### src/rtl/operand_loader_if.sv
// Bus bundle between the switch/button front panel and operand_loader.
// The master drives the raw panel inputs; the slave (the loader) drives the captured values and strobes.
interface operand_loader_if #(
  parameter int OP_W = 3
);
  logic [7:0]      sw;
  logic            btn_load;
  logic            btn_cancel;
  logic [7:0]      a_out;
  logic [7:0]      b_out;
  logic [OP_W-1:0] op_out;
  logic            ld_a;
  logic            ld_b;
  logic            ld_op;
  logic            start;

  modport master (
    output sw, btn_load, btn_cancel,
    input  a_out, b_out, op_out, ld_a, ld_b, ld_op, start
  );

  modport slave (
    input  sw, btn_load, btn_cancel,
    output a_out, b_out, op_out, ld_a, ld_b, ld_op, start
  );
endinterface

### src/rtl/operand_loader.sv
// Captures operand A, operand B and the opcode from slide switches on successive load presses, then pulses start.
// Build option OPERAND_LOADER_DEBOUNCE_EN: when defined the load button is debounced, otherwise the synchronised level is used directly.
module operand_loader #(
  parameter int DBNC_CYCLES = 250000,
  parameter int OP_W        = 3
) (
  input  logic             clk,
  input  logic             rst,
  operand_loader_if.slave  bus,
  output logic [1:0]       state_o
);

  typedef enum logic [1:0] {
    WAIT_A  = 2'd0,
    WAIT_B  = 2'd1,
    WAIT_OP = 2'd2,
    START   = 2'd3
  } state_e;

  // Out-of-range settings elaborate a named marker block visible in the hierarchy.
  if (DBNC_CYCLES < 1 || DBNC_CYCLES > 24'hFFFFFF || OP_W < 1 || OP_W > 8) begin : g_param_out_of_range
  end

  logic [7:0] sw_s1_q, sw_s2_q;
  logic       btn_s1_q, btn_s2_q;
  logic       cnl_s1_q, cnl_s2_q;

  always_ff @(posedge clk) begin
    if (rst) begin
      sw_s1_q  <= '0;
      sw_s2_q  <= '0;
      btn_s1_q <= 1'b0;
      btn_s2_q <= 1'b0;
      cnl_s1_q <= 1'b0;
      cnl_s2_q <= 1'b0;
    end else begin
      sw_s1_q  <= bus.sw;
      sw_s2_q  <= sw_s1_q;
      btn_s1_q <= bus.btn_load;
      btn_s2_q <= btn_s1_q;
      cnl_s1_q <= bus.btn_cancel;
      cnl_s2_q <= cnl_s1_q;
    end
  end

  logic db;

`ifdef OPERAND_LOADER_DEBOUNCE_EN
  localparam logic [23:0] CNT_LAST = 24'(DBNC_CYCLES - 1);

  logic [23:0] cnt_q;
  logic        db_q;

  // The level only moves after DBNC_CYCLES consecutive mismatching samples.
  always_ff @(posedge clk) begin
    if (rst) begin
      cnt_q <= '0;
      db_q  <= 1'b0;
    end else if (btn_s2_q != db_q) begin
      if (cnt_q == CNT_LAST) begin
        db_q  <= btn_s2_q;
        cnt_q <= '0;
      end else begin
        cnt_q <= cnt_q + 24'd1;
      end
    end else begin
      cnt_q <= '0;
    end
  end

  assign db = db_q;
`else
  assign db = btn_s2_q;
`endif

  logic db_d_q;
  logic press;

  always_ff @(posedge clk) begin
    if (rst) db_d_q <= 1'b0;
    else     db_d_q <= db;
  end

  assign press = db & ~db_d_q;

  state_e state_q, state_d;

  always_ff @(posedge clk) begin
    if (rst) state_q <= WAIT_A;
    else     state_q <= state_d;
  end

  always_comb begin
    state_d = state_q;
    if (cnl_s2_q) begin
      state_d = WAIT_A;
    end else begin
      case (state_q)
        WAIT_A:  if (press) state_d = WAIT_B;
        WAIT_B:  if (press) state_d = WAIT_OP;
        WAIT_OP: if (press) state_d = START;
        START:   state_d = WAIT_A;
        default: state_d = WAIT_A;
      endcase
    end
  end

  logic [7:0]      a_q, a_d, b_q, b_d;
  logic [OP_W-1:0] op_q, op_d;
  logic            ld_a_q, ld_a_d, ld_b_q, ld_b_d, ld_op_q, ld_op_d, start_q, start_d;

  // Cancel wins over a coinciding press and over the start pulse.
  always_comb begin
    a_d     = a_q;
    b_d     = b_q;
    op_d    = op_q;
    ld_a_d  = 1'b0;
    ld_b_d  = 1'b0;
    ld_op_d = 1'b0;
    start_d = 1'b0;
    if (!cnl_s2_q) begin
      case (state_q)
        WAIT_A:  if (press) begin a_d  = sw_s2_q;           ld_a_d  = 1'b1; end
        WAIT_B:  if (press) begin b_d  = sw_s2_q;           ld_b_d  = 1'b1; end
        WAIT_OP: if (press) begin op_d = sw_s2_q[OP_W-1:0]; ld_op_d = 1'b1; end
        START:   start_d = 1'b1;
        default: ;
      endcase
    end
  end

  always_ff @(posedge clk) begin
    if (rst) begin
      a_q     <= '0;
      b_q     <= '0;
      op_q    <= '0;
      ld_a_q  <= 1'b0;
      ld_b_q  <= 1'b0;
      ld_op_q <= 1'b0;
      start_q <= 1'b0;
    end else begin
      a_q     <= a_d;
      b_q     <= b_d;
      op_q    <= op_d;
      ld_a_q  <= ld_a_d;
      ld_b_q  <= ld_b_d;
      ld_op_q <= ld_op_d;
      start_q <= start_d;
    end
  end

  assign bus.a_out  = a_q;
  assign bus.b_out  = b_q;
  assign bus.op_out = op_q;
  assign bus.ld_a   = ld_a_q;
  assign bus.ld_b   = ld_b_q;
  assign bus.ld_op  = ld_op_q;
  assign bus.start  = start_q;
  assign state_o    = state_q;

endmodule

### src/flat_wrapper.sv
// flat-port wrapper written by rule: the top's interface ports become plain ports
module operand_loader_flat 
#(
  parameter int DBNC_CYCLES = 250000,
  parameter int OP_W        = 3
)
  (clk, rst, state_o, bus_sw, bus_btn_load, bus_btn_cancel, bus_a_out, bus_b_out, bus_op_out, bus_ld_a, bus_ld_b, bus_ld_op, bus_start);
  operand_loader_if #(.OP_W(OP_W)) bus_i ();
  input  logic clk;
  input  logic rst;
  output logic [1:0] state_o;
  input wire logic [$bits(bus_i.sw)-1:0] bus_sw;
  input wire logic [$bits(bus_i.btn_load)-1:0] bus_btn_load;
  input wire logic [$bits(bus_i.btn_cancel)-1:0] bus_btn_cancel;
  output wire logic [$bits(bus_i.a_out)-1:0] bus_a_out;
  output wire logic [$bits(bus_i.b_out)-1:0] bus_b_out;
  output wire logic [$bits(bus_i.op_out)-1:0] bus_op_out;
  output wire logic [$bits(bus_i.ld_a)-1:0] bus_ld_a;
  output wire logic [$bits(bus_i.ld_b)-1:0] bus_ld_b;
  output wire logic [$bits(bus_i.ld_op)-1:0] bus_ld_op;
  output wire logic [$bits(bus_i.start)-1:0] bus_start;
  assign bus_i.sw = bus_sw;
  assign bus_i.btn_load = bus_btn_load;
  assign bus_i.btn_cancel = bus_btn_cancel;
  assign bus_a_out = bus_i.a_out;
  assign bus_b_out = bus_i.b_out;
  assign bus_op_out = bus_i.op_out;
  assign bus_ld_a = bus_i.ld_a;
  assign bus_ld_b = bus_i.ld_b;
  assign bus_ld_op = bus_i.ld_op;
  assign bus_start = bus_i.start;
  operand_loader #(.DBNC_CYCLES(DBNC_CYCLES), .OP_W(OP_W)) u_core (.clk(clk), .rst(rst), .bus(bus_i), .state_o(state_o));
endmodule
### config.mk
export PLATFORM = sky130hd
export DESIGN_NAME = operand_loader_flat
export DESIGN_NICKNAME = d
export VERILOG_FILES = /design/src/rtl/operand_loader_if.sv /design/src/rtl/operand_loader.sv /design/src/flat_wrapper.sv
export SDC_FILE = /design/constraint.sdc
export NUM_CORES = 1
export LEC_CHECK = 0
export CORE_MARGIN = 4
export CORE_UTILIZATION = 52
export CTS_CLUSTER_DIAMETER = 80
export DETAILED_ROUTE_END_ITERATION = 8
export HOLD_SLACK_MARGIN = 0.08
export PLACE_DENSITY = 0.82
export SYNTH_ARGS = -nofsm -noshare
export SYNTH_HDL_FRONTEND = slang
export SYNTH_SLANG_ARGS = --single-unit
### constraint.sdc
create_clock -name clk -period 2.1 [get_ports clk]
set_input_delay 0.21 -clock clk [delete_from_list [all_inputs] [get_ports clk]]
set_output_delay 0.21 -clock clk [all_outputs]
set_load 0.03 [all_outputs]
Word level (Yosys, flattened, before mapping)
Cells that the tools add are included.

Bits of input ports: 12. Output and inout port bits: 25. Word-level logic and storage cells: 42. Register bits after elaboration: 46.

Multiplexer cells: 6. Reductions and logical operators: 9. Bitwise gates (word level): 6. Eq/ne operators: 6.

Operators by type and width (number): AND reduction 3 bit (4); OR reduction 3 bit (3); one-hot mux 2 bit (4 select lines) (1); two-way mux 2 bit (3); inequality test 2 x 1 -> 1 bit (second input constant) (3); inverter 1 bit (5); equality test 2 bit (second input constant) (2); equality test 2 x 1 -> 1 bit (second input constant) (1); logical NOT 2 bit (1); two-way mux 1 bit (2); OR reduction 2 bit (1); AND 1 bit (1).

Logic depth before layout (Yosys ltp)
Gate-level depths: netlist of run 1.

Word-level depth: 4. Mapped depth: 6. Mapped depth without buffers: 5.

Worst setup path after synthesis of run 1
OpenSTA, ideal clock, no wires.

Kind: register to register. From: register u_core.state_q[0] (netlist: u_core.state_o[0]). To: register u_core.a_q[0] (netlist: u_core.bus.a_out[0]). Period minus slack after synthesis: 1479 ps. Buffers on the path: 1. Setup slack: 621 ps. Arrival time: 1356 ps. Required time: 1977 ps. Cell stages (with the launch flop): 7. Setup time: 123 ps. Path through: dfxtp_1 inv_1 ha_1 and4bb_1 buf_6 nand2_1 a21oi_2.

Cells in the longest elaborated chain, start to end: 2.

Ends and longest elaborated chain: start: declaration (line operand_loader.sv:86) `state_e state_q, state_d;`; start signal: assignment (line operand_loader.sv:90) `else state_q <= state_d;`; logical NOT 2 bit (line operand_loader.sv:122) `case (state_q)`; AND reduction 3 bit (no source line); end signal: assignment (line operand_loader.sv:134) `a_q <= '0;`; end signal: assignment (line operand_loader.sv:142) `a_q <= a_d;`; end: declaration (line operand_loader.sv:108) `logic [7:0] a_q, a_d, b_q, b_d;`.

No other way between the ends. A chain may end at the register's enable or synchronous reset.

Worst setup path after layout of run 1
From: register u_core.state_q[1] (netlist: u_core.state_o[1]). To: output state_o[1].

RTL lines: end: declaration (line flat_wrapper.sv:11) `output logic [1:0] state_o;`.

No word-level cell between the ends.

==> results of run 1 <==
## layer usage
metal | GRT usage, % | vias up | part of all wire (%)
met1 | 18.4 | 493 | 45
li1 | - | 571 | -
met5 | 0 | - | 0
met4 | 6.20 | 0 | 1.1
met3 | 6.65 | 5 | 6.1
met2 | 26.9 | 37 | 47
## final timing paths
path,start,to
setup reg to reg,u_core.state_o[0],u_core.bus.a_out[3]
hold reg to reg,u_core.sw_s1_q[6],u_core.sw_s2_q[6]
setup / recovery,u_core.state_o[1],state_o[1]
hold / removal,bus_sw[6],u_core.sw_s1_q[6]
## flip-flops by register name, indices dropped and copies added (netlist names)
| name | cells |
|---|---|
| u_core.db_d_q | 1 |
| u_core.bus.a_out | 8 |
| u_core.bus.ld_b | 1 |
| u_core.cnl_s1_q | 1 |
| u_core.cnl_s2_q | 1 |
| u_core.bus.b_out | 8 |
| u_core.btn_s1_q | 1 |
| u_core.bus.op_out | 3 |
| u_core.btn_s2_q | 1 |
| u_core.state_o | 2 |
| u_core.sw_s1_q | 8 |
| u_core.bus.ld_a | 1 |
| u_core.bus.ld_op | 1 |
| u_core.sw_s2_q | 8 |
| u_core.bus.start | 1 |
## per-stage QoR
| stage | total power, W | instances | hold WS (ps) | instance area (sq um) | utilization, % |
|---|---|---|---|---|---|
| final | 0.00153 | 225 | 388 | 2040 | 71.7 |
| after global routing | 0.00162 | 225 | 367 | 2040 | 71.7 |
| after CTS | 0.00155 | 225 | 373 | 2040 | 71.7 |
| after detailed placement | 0.00115 | 217 | 423 | 1990 | 69.6 |
| after global placement | 0.00114 | 217 | 417 | 1990 | 69.6 |
| after floorplan | 0.00107 | 157 | 335 | 1620 | - |
## cells by family (layout without fill, tap and decap cells)
family	after synthesis	in the layout	share of synthesized area, %
and+or+nand+nor	70	70	23.2
DFF	46	46	57.0
AOI/OAI and AO/OA	18	18	7.90
buffers and inverters	12	49	4.18
adders and majority gates	6	6	4.65
muxes	5	5	3.10
## power breakdown
part	switching [W]	internal [W]	total [W]	leakage, nW
combinational	0.000110	0.0000920	0.000202	0.345
clock	0.000275	0.000130	0.000406	0.0312
sequential	0.0000218	0.000904	0.000926	0.375
## synthesized netlist by cell type
cell / n / area share (%)
clkbuf_1: 3 / 0.70
and4bb_4: 1 / 1.0
buf_6: 2 / 1.4
o21ai_0: 1 / 0.31
and2b_1: 4 / 1.9
a21oi_1: 7 / 2.2
mux2i_1: 5 / 3.1
and4bb_1: 2 / 1.5
buf_4: 1 / 0.46
dfxtp_1: 46 / 57
nand2_1: 35 / 8.1
nor3_1: 1 / 0.31
and2_1: 1 / 0.39
nand4bb_1: 2 / 1.4
inv_1: 3 / 0.70
buf_2: 3 / 0.93
a21oi_2: 10 / 5.4
and2b_2: 1 / 0.54
nor2_1: 6 / 1.4
ha_1: 6 / 4.6
nor2b_1: 17 / 6.6
## layout by cell type (no fill, tap or decap), types with 3 or more instances in the layout
cell,instances
a21oi_1,7
a21oi_2,10
and2b_1,4
clkbuf_4,5
clkdlybuf4s50_1,36
dfxtp_1,46
ha_1,6
inv_1,3
mux2i_1,5
nand2_1,35
nor2_1,6
nor2b_1,17
## layout make-up
type / instances / area (sq um) / area share (%)
repair buffers: 38 / 388 / 19.0
inverters: 3 / 11.3 / 0.551
well taps: 31 / 38.8 / 1.90
multi-input cells: 99 / 627 / 30.7
flip-flops and latches: 46 / 921 / 45.0
clock buffers: 5 / 37.5 / 1.84
clock inverters: 3 / 21.3 / 1.04
==> impl_metrics.ini, run 1 <==
[timing]
tightest_slew_ps = 437
fmax_mhz = 591
hold_viol = 0
grt_setup_unrepaired = no
setup_viol = 0
slew_headroom_pct = 70.7
fin_crit_sh_pct = 80.6
drv_slew = 0
min_period_ps = 1690
setup-tns-final_ps = 0
layout_setup_ws_ps = 407
finClkSkew_ps = 12.3

[clock_tree]
clock_sinks = 46
htreeDepth = 2
clock_path_buffers = 2
clock_latency_ps = 360
holdBufCountCts = 0
numCtsBuffers = 5
clk_pin_slew_ps = 130
cts-root-buf = clkbuf_4
cts_resized = 0
tritoncts = yes
post_cts_buffers = 0

[routing]
ant_nets = 0
viasPerCell = 4.92
drt_iter0_drc = 65
totalWireLength_mm = 2.91
wl_per_cell_um = 12.9
post-route-drc-count = 0
route.vias.total = 1106
firstDrtPassIters = 4

[floorplan]
rows = 19
coreArea_sq_um = 2850
die_w_um = 63.7
io_pins = 37
initial_utilization_pct = 56.6
die_area_sq_um = 4060
chipHeight_um = 63.7

[critical_path]
slowest_stage = clkdlybuf4s50_1
rr_worst_depth = 5
cp_cell_sequence = clkdlybuf4s50_1
worst-path-buf-inv = 1
cp_top_family = buffers and inverters
path_max_fanout = 6
crit_type = register to output pin
cp.required_ps = 1890
reg2reg_slack_ps = 620
cp-end-kind = output pin
cp.arrival_ps = 1480
critical-path-max-stage-delay_ps = 700
critPathLaunchType = register
crit_cells = 1

[min_path]
hold_path_depth = 2
hp-class = primary input to register

[place]
pre_cts_slack_ps = 591
hpwl_mm = 2.18
port_buffers = 36
place_congestion = 0.755

[finish]
area_delta_synth_final_pct = 26.6
layout.nets = 211
antennaDiodeCount = 0
layout-drive-gt1-share_pct = 11.3
fillCellCount = 205

[yosys]
syn_inst = 157
ys_ff_latch = 46
syn-num-nets = 175
syn_avg_cell_area_sq_um = 10.3
synth.distinct_cells = 21
synth_area_sq_um = 1620
ys_warn_count = 0
ys_seq_area_share_pct = 57.0

[global_routing]
antenna_found_initial = 0
grtUsageTotal_pct = 16.1
grt_pass1_vias = 1165
grt_overflow = 0
grt_max_degree = 30
grt_pass1_wl_mm = 5.11

[run]
cap_violations = 0

[pwr]
powerDensity_nw_per_um2 = 750
peakVddDrop_v = 0.000530
leakage_nw = 0.752

[outcome]
status = completed
Note: power is estimated with default switching activity, not from simulation.
==> run 2: changes to the inputs <==
- CORE_UTILIZATION: 52 -> 48
- PLACE_DENSITY: 0.82 -> 0.77
- clock period: 2.1 -> 1.7 ns (I/O delays scaled with it)
==> impl_metrics.ini, run 2 (synthesized netlist as in run 1, its figures left out) <==
[routing]
firstDrtPassIters = 4
viasPerCell = 4.64
route.vias.total = 1104
ant_nets = 0
totalWireLength_mm = 2.86
drt_iter0_drc = 75
post-route-drc-count = 0
wl_per_cell_um = 12.0

[clock_tree]
clock_sinks = 46
cts_resized = 1
clock_path_buffers = 2
htreeDepth = 2
post_cts_buffers = 0
tritoncts = yes
cts-root-buf = clkbuf_4
numCtsBuffers = 5
clk_pin_slew_ps = 130
clock_latency_ps = 360
holdBufCountCts = 0

[place]
pre_cts_slack_ps = 161
place_congestion = 0.767
hpwl_mm = 2.09
port_buffers = 36
place_area_sq_um = 1990

[global_routing]
grt_pass1_vias = 1118
grt_pass1_wl_mm = 4.84
antenna_found_initial = 0
grtUsageTotal_pct = 14.9
grt_max_degree = 29
grt_overflow = 0

[critical_path]
critical-path-max-stage-delay_ps = 680
slowest_stage = clkdlybuf4s50_1
critPathLaunchType = register
cp_cell_sequence = clkdlybuf4s50_1
worst-path-buf-inv = 1
cp.arrival_ps = 1410
cp.required_ps = 1530
crit_type = register to output pin
r2r-start = u_core.state_o[0]
cp-startpoint = u_core.bus.b_out[7]
cp-end-kind = output pin
path_max_fanout = 2
cp_top_family = buffers and inverters

[pwr]
leakage_nw = 0.792
p_clk_share_pct = 36.8
p_switching_w = 0.000501
internal-power_w = 0.00168
powerDensity_nw_per_um2 = 1040
peakVddDrop_v = 0.000582
combPwrFrac_pct = 10.8
total_power_w = 0.00218
swShare_pct = 22.9
power_frac_seq_pct = 52.4

[floorplan]
rows = 20
chipHeight_um = 66.0
io_pins = 37
die_area_sq_um = 4360
coreArea_sq_um = 3130
die_w_um = 66.0
initial_utilization_pct = 51.6

[timing]
fmax_mhz = 635
layout_setup_ws_ps = 124
slew_headroom_pct = 71.5
fin_crit_sh_pct = 92.7
tightest_slew_ps = 425
setup-tns-final_ps = 0
hold_viol = 0
grt_setup_unrepaired = no
drv_slew = 0
setup_viol = 0
min_period_ps = 1580
finClkSkew_ps = 4.88

[finish]
area_delta_synth_final_pct = 29.8
layout-drive-gt1-share_pct = 11.3
stdcell_area_sq_um = 2100
final_cell_mix = dfxtp_1, nand2_1, clkdlybuf4s50_1
mostFrequentLayoutCell = dfxtp_1
layout.nets = 211
fillCellCount = 260
final_util_pct = 67.0
antennaDiodeCount = 0

[run]
cap_violations = 0

[min_path]
hp-class = primary input to register
min_from = bus_sw[3]

[outcome]
status = completed
==> run 2: final timing paths <==
kind	to	cells past startpoint	slack [ps]
setup / recovery	bus_b_out[7]	1	120
hold / removal	u_core.sw_s1_q[3]	2	340
setup reg to reg	u_core.bus.a_out[3]	5	220
hold reg to reg	u_core.cnl_s2_q	1	450
==> run 2: layer usage <==
| layer | vias up | global-route usage, % | routed length (um) |
|---|---|---|---|
| li1 | 568 | - | - |
| met1 | 495 | 16.6 | 1240 |
| met2 | 34 | 24.7 | 1360 |
| met3 | 7 | 4.25 | 200 |
| met4 | 0 | 9.90 | 64 |
| met5 | - | 0 | 0 |
==> run 2: through the flow <==
step / hold WS, ps / instances
2_1_floorplan: 295 / 157
3_3_place_gp: 414 / 230
3_5_place_dp: 422 / 230
4_1_cts: 325 / 238
5_1_grt: 312 / 238
6_report: 341 / 238
==> run 2: area by class of cell <==
cell class	instances	area (sq um)	share of cell area (%)
Multi-Input combinational cell	99	627	29.9
Inverter	3	11.3	0.537
Clock inverter	3	68.8	3.28
Sequential cell	46	921	43.9
Timing Repair Buffer	38	377	18.0
Tap cell	44	55.1	2.63
Clock buffer	5	37.5	1.79
==> run 2: worst register-to-register path, stage by stage, from the launching register on <==
cell       delay [ps]
dfxtp_1           370
inv_1             140
ha_1              210
nand4bb_1         370
nand2_1           240
a21oi_2            70
==> run 2: power by group through the flow <==
stage / combinational [W] / sequential (W) / clock [W]
floorplan: 0.000132 / 0.00120 / 0
global placement: 0.000233 / 0.00117 / 0
detailed placement: 0.000241 / 0.00117 / 0
CTS: 0.000241 / 0.00115 / 0.000822
global route: 0.000262 / 0.00115 / 0.000874
finish: 0.000237 / 0.00114 / 0.000803
==> RTL edit (config.mk and constraints of run 1) <==
Add a define of `OPERAND_LOADER_DEBOUNCE_EN`.
--- a/src/rtl/operand_loader.sv
+++ b/src/rtl/operand_loader.sv
@@ -1,4 +1,6 @@
 // Captures operand A, operand B and the opcode from slide switches on successive load presses, then pulses start.
 // Build option OPERAND_LOADER_DEBOUNCE_EN: when defined the load button is debounced, otherwise the synchronised level is used directly.
+`define OPERAND_LOADER_DEBOUNCE_EN
+
 module operand_loader #(
   parameter int DBNC_CYCLES = 250000,
Function: changed (a bounded check fails within 4 cycles, from zero or initial values and one cycle with rst high).
==> RTL edit against run 1 <==
Core utilization down 3.3 points. Die area up 56%. Combinational power decreased by 72%. Sequential cell count rose by 25. Power rose by 71%. Highest routed layer unchanged. Synthesized area rose by 65%. Global-route usage up 1.5 points. Via count up 88%. Worst setup slack worse by 0.28 ns. Cell area is 62% higher. Synthesized cell count up 85%. Count of clock-buffer cells in the layout rose by 5. Wire length grew 75%.
==> RTL edit: results (changes against run 1) <==
- Status: completed
- Clk_lat worst skew: around 0.35 ns
- Post-synth ARST share: 0% (unchanged)
- Distinct cells, synth: 36 (+71%)
- Share of cells above drive strength 1: 8.36% (-3.0 points)
- Pin count of the biggest net entering global routing: 48 (+60%)
- Antenna violations before repair: 0 (unchanged)
- Clock skew: 0.00589 ns (-0.00644 ns)
- Placed cell area: 3090 um^2 (+56%)
- Clk slew on worst S/H paths: 0.07 ns (-0.06 ns)
- Delay-heaviest family, CP: simple AND/OR/NAND/NOR gates
- Largest Register: u_core.cnt_q
- Inserted Diodes: 0 (unchanged)
- Iteration-0 DRC count of the detailed router: 119 (+83%)
- H-tree depth: 3 (+1)
- Vias in the first global route: 1950 (+67%)
- TritonCTS buffer count: 9 (+4)
- Max stage delay on crit path: 0.62 ns (-0.08 ns)
- Final net count: 348 (+65%)
- Vias per Instance: 5.17 (+5.2%)
- Slowest CP cell: or4_4
- Post-CTS Setup Inserts: 0 (unchanged)
- HPWL Detailed: 3.54 mm (+63%)
- Placer Congestion: 0.797 (+5.5%)
- CTS max path bufs: 2 (unchanged)
- Hold Path Class: primary input to flip-flop
- Max reg flops: 24
- Syn_nets: 309 (+77%)
- CP max FO: 9 (+3)
- Yosys warning count: 0 (unchanged)
- Met2 Use GR: 28.2% (+1.4 points)
- Critical path arrival: 2.26 ns (+0.78 ns)
- Top post-synthesis cells by count: dfxtp_1 (71), nand2_1 (44), a21oi_1 (26), nor2_1 (22), nor2b_1 (21)
- Total wire length: 5.09 mm (+75%)
- Seq/Total Area, Yosys: 53.4% (-3.6 points)
- Gr usage total: 17.6% (+1.5 points)
- Post-CTS Resized: 0 (unchanged)
- First-pass iteration count of the detailed router: 4 (unchanged)
- Leak: 0.00109 uW (+44%)
- Worst Max-Slew Pin Slew: 0.450 ns (+0.0132 ns)
- First-pass GRT wire length: 8.63 mm (+69%)
- Dominant cells by area after synthesis: dfxtp_1 (53%), nand2_1 (6.2%), nor2b_1 (4.9%), a21oi_1 (4.9%), xnor2_1 (3.9%)
- Clk root buf: clkbuf_8
- Fill cells: 391 (+91%)
- PortBufs: 36 (unchanged)
- Met1 GRT Util: 20.8% (+2.4 points)
- GR Util met3: 5.76% (-0.90 points)
- Peak supply drop: 0.491 mV (-7.3%)
- Main synth FF type: dfxtp_1
==> RTL edit: layout make-up <==
type / instances / share of cell area, %
clock buffer: 10 / 3.85
clock inverter: 6 / 2.83
inverter: 8 / 0.905
multi-input combinational: 201 / 35.1
sequential: 71 / 42.9
tap: 67 / 2.53
timing repair buffer: 39 / 11.9
==> RTL edit: power breakdown <==
part           internal [uW]  switching, uW  total, uW
clock network            677            514       1190
registers               1360           7.96       1370
logic                   31.8           24.6       56.5
==> RTL edit: logic make-up after synthesis <==
family,count (synthesis),synth area share [%]
AO/OA/AOI/OAI,42,9.07
XOR/XNOR,14,4.61
multiplexers,1,0.376
flip-flops,71,53.4
AND/OR/NAND/NOR,138,26.7
adder cells (fa/ha/maj),6,2.82
buffers and inverters,19,3.01
==> RTL edit: metal layers <==
layer	share of wire (%)	vias to the layer above
met5	0	-
met2	46	45
met4	1.7	0
met1	47	955
li1	-	1066
met3	5.2	13
==> RTL edit: path summary, 6_finish.rpt <==
kind                                       from                 to  depth (start not counted)  slack (ns)
worst max-delay path            u_core.cnt_q[0]   u_core.cnt_q[18]                          5        0.12
worst min-delay path                  bus_sw[4]  u_core.sw_s1_q[4]                          2        0.41
worst max register to register  u_core.cnt_q[0]   u_core.cnt_q[18]                          5        0.12
worst min register to register  u_core.cnl_s1_q    u_core.cnl_s2_q                          1        0.44
==> RTL edit: metrics by stage <==
stage                     setup slack [ns]  hold slack (ns)  utilization, %  cells  total power [uW]
after global routing                0.0587            0.399            68.4    402              2710
after detailed placement            0.0699            0.424            63.8    386              1460
final                                0.124            0.411            68.4    402              2620
after CTS                           0.0464            0.398            68.3    402              2640
after global placement               0.147            0.417            63.8    386              1460
after floorplan                      0.223            0.338               -    291              1430
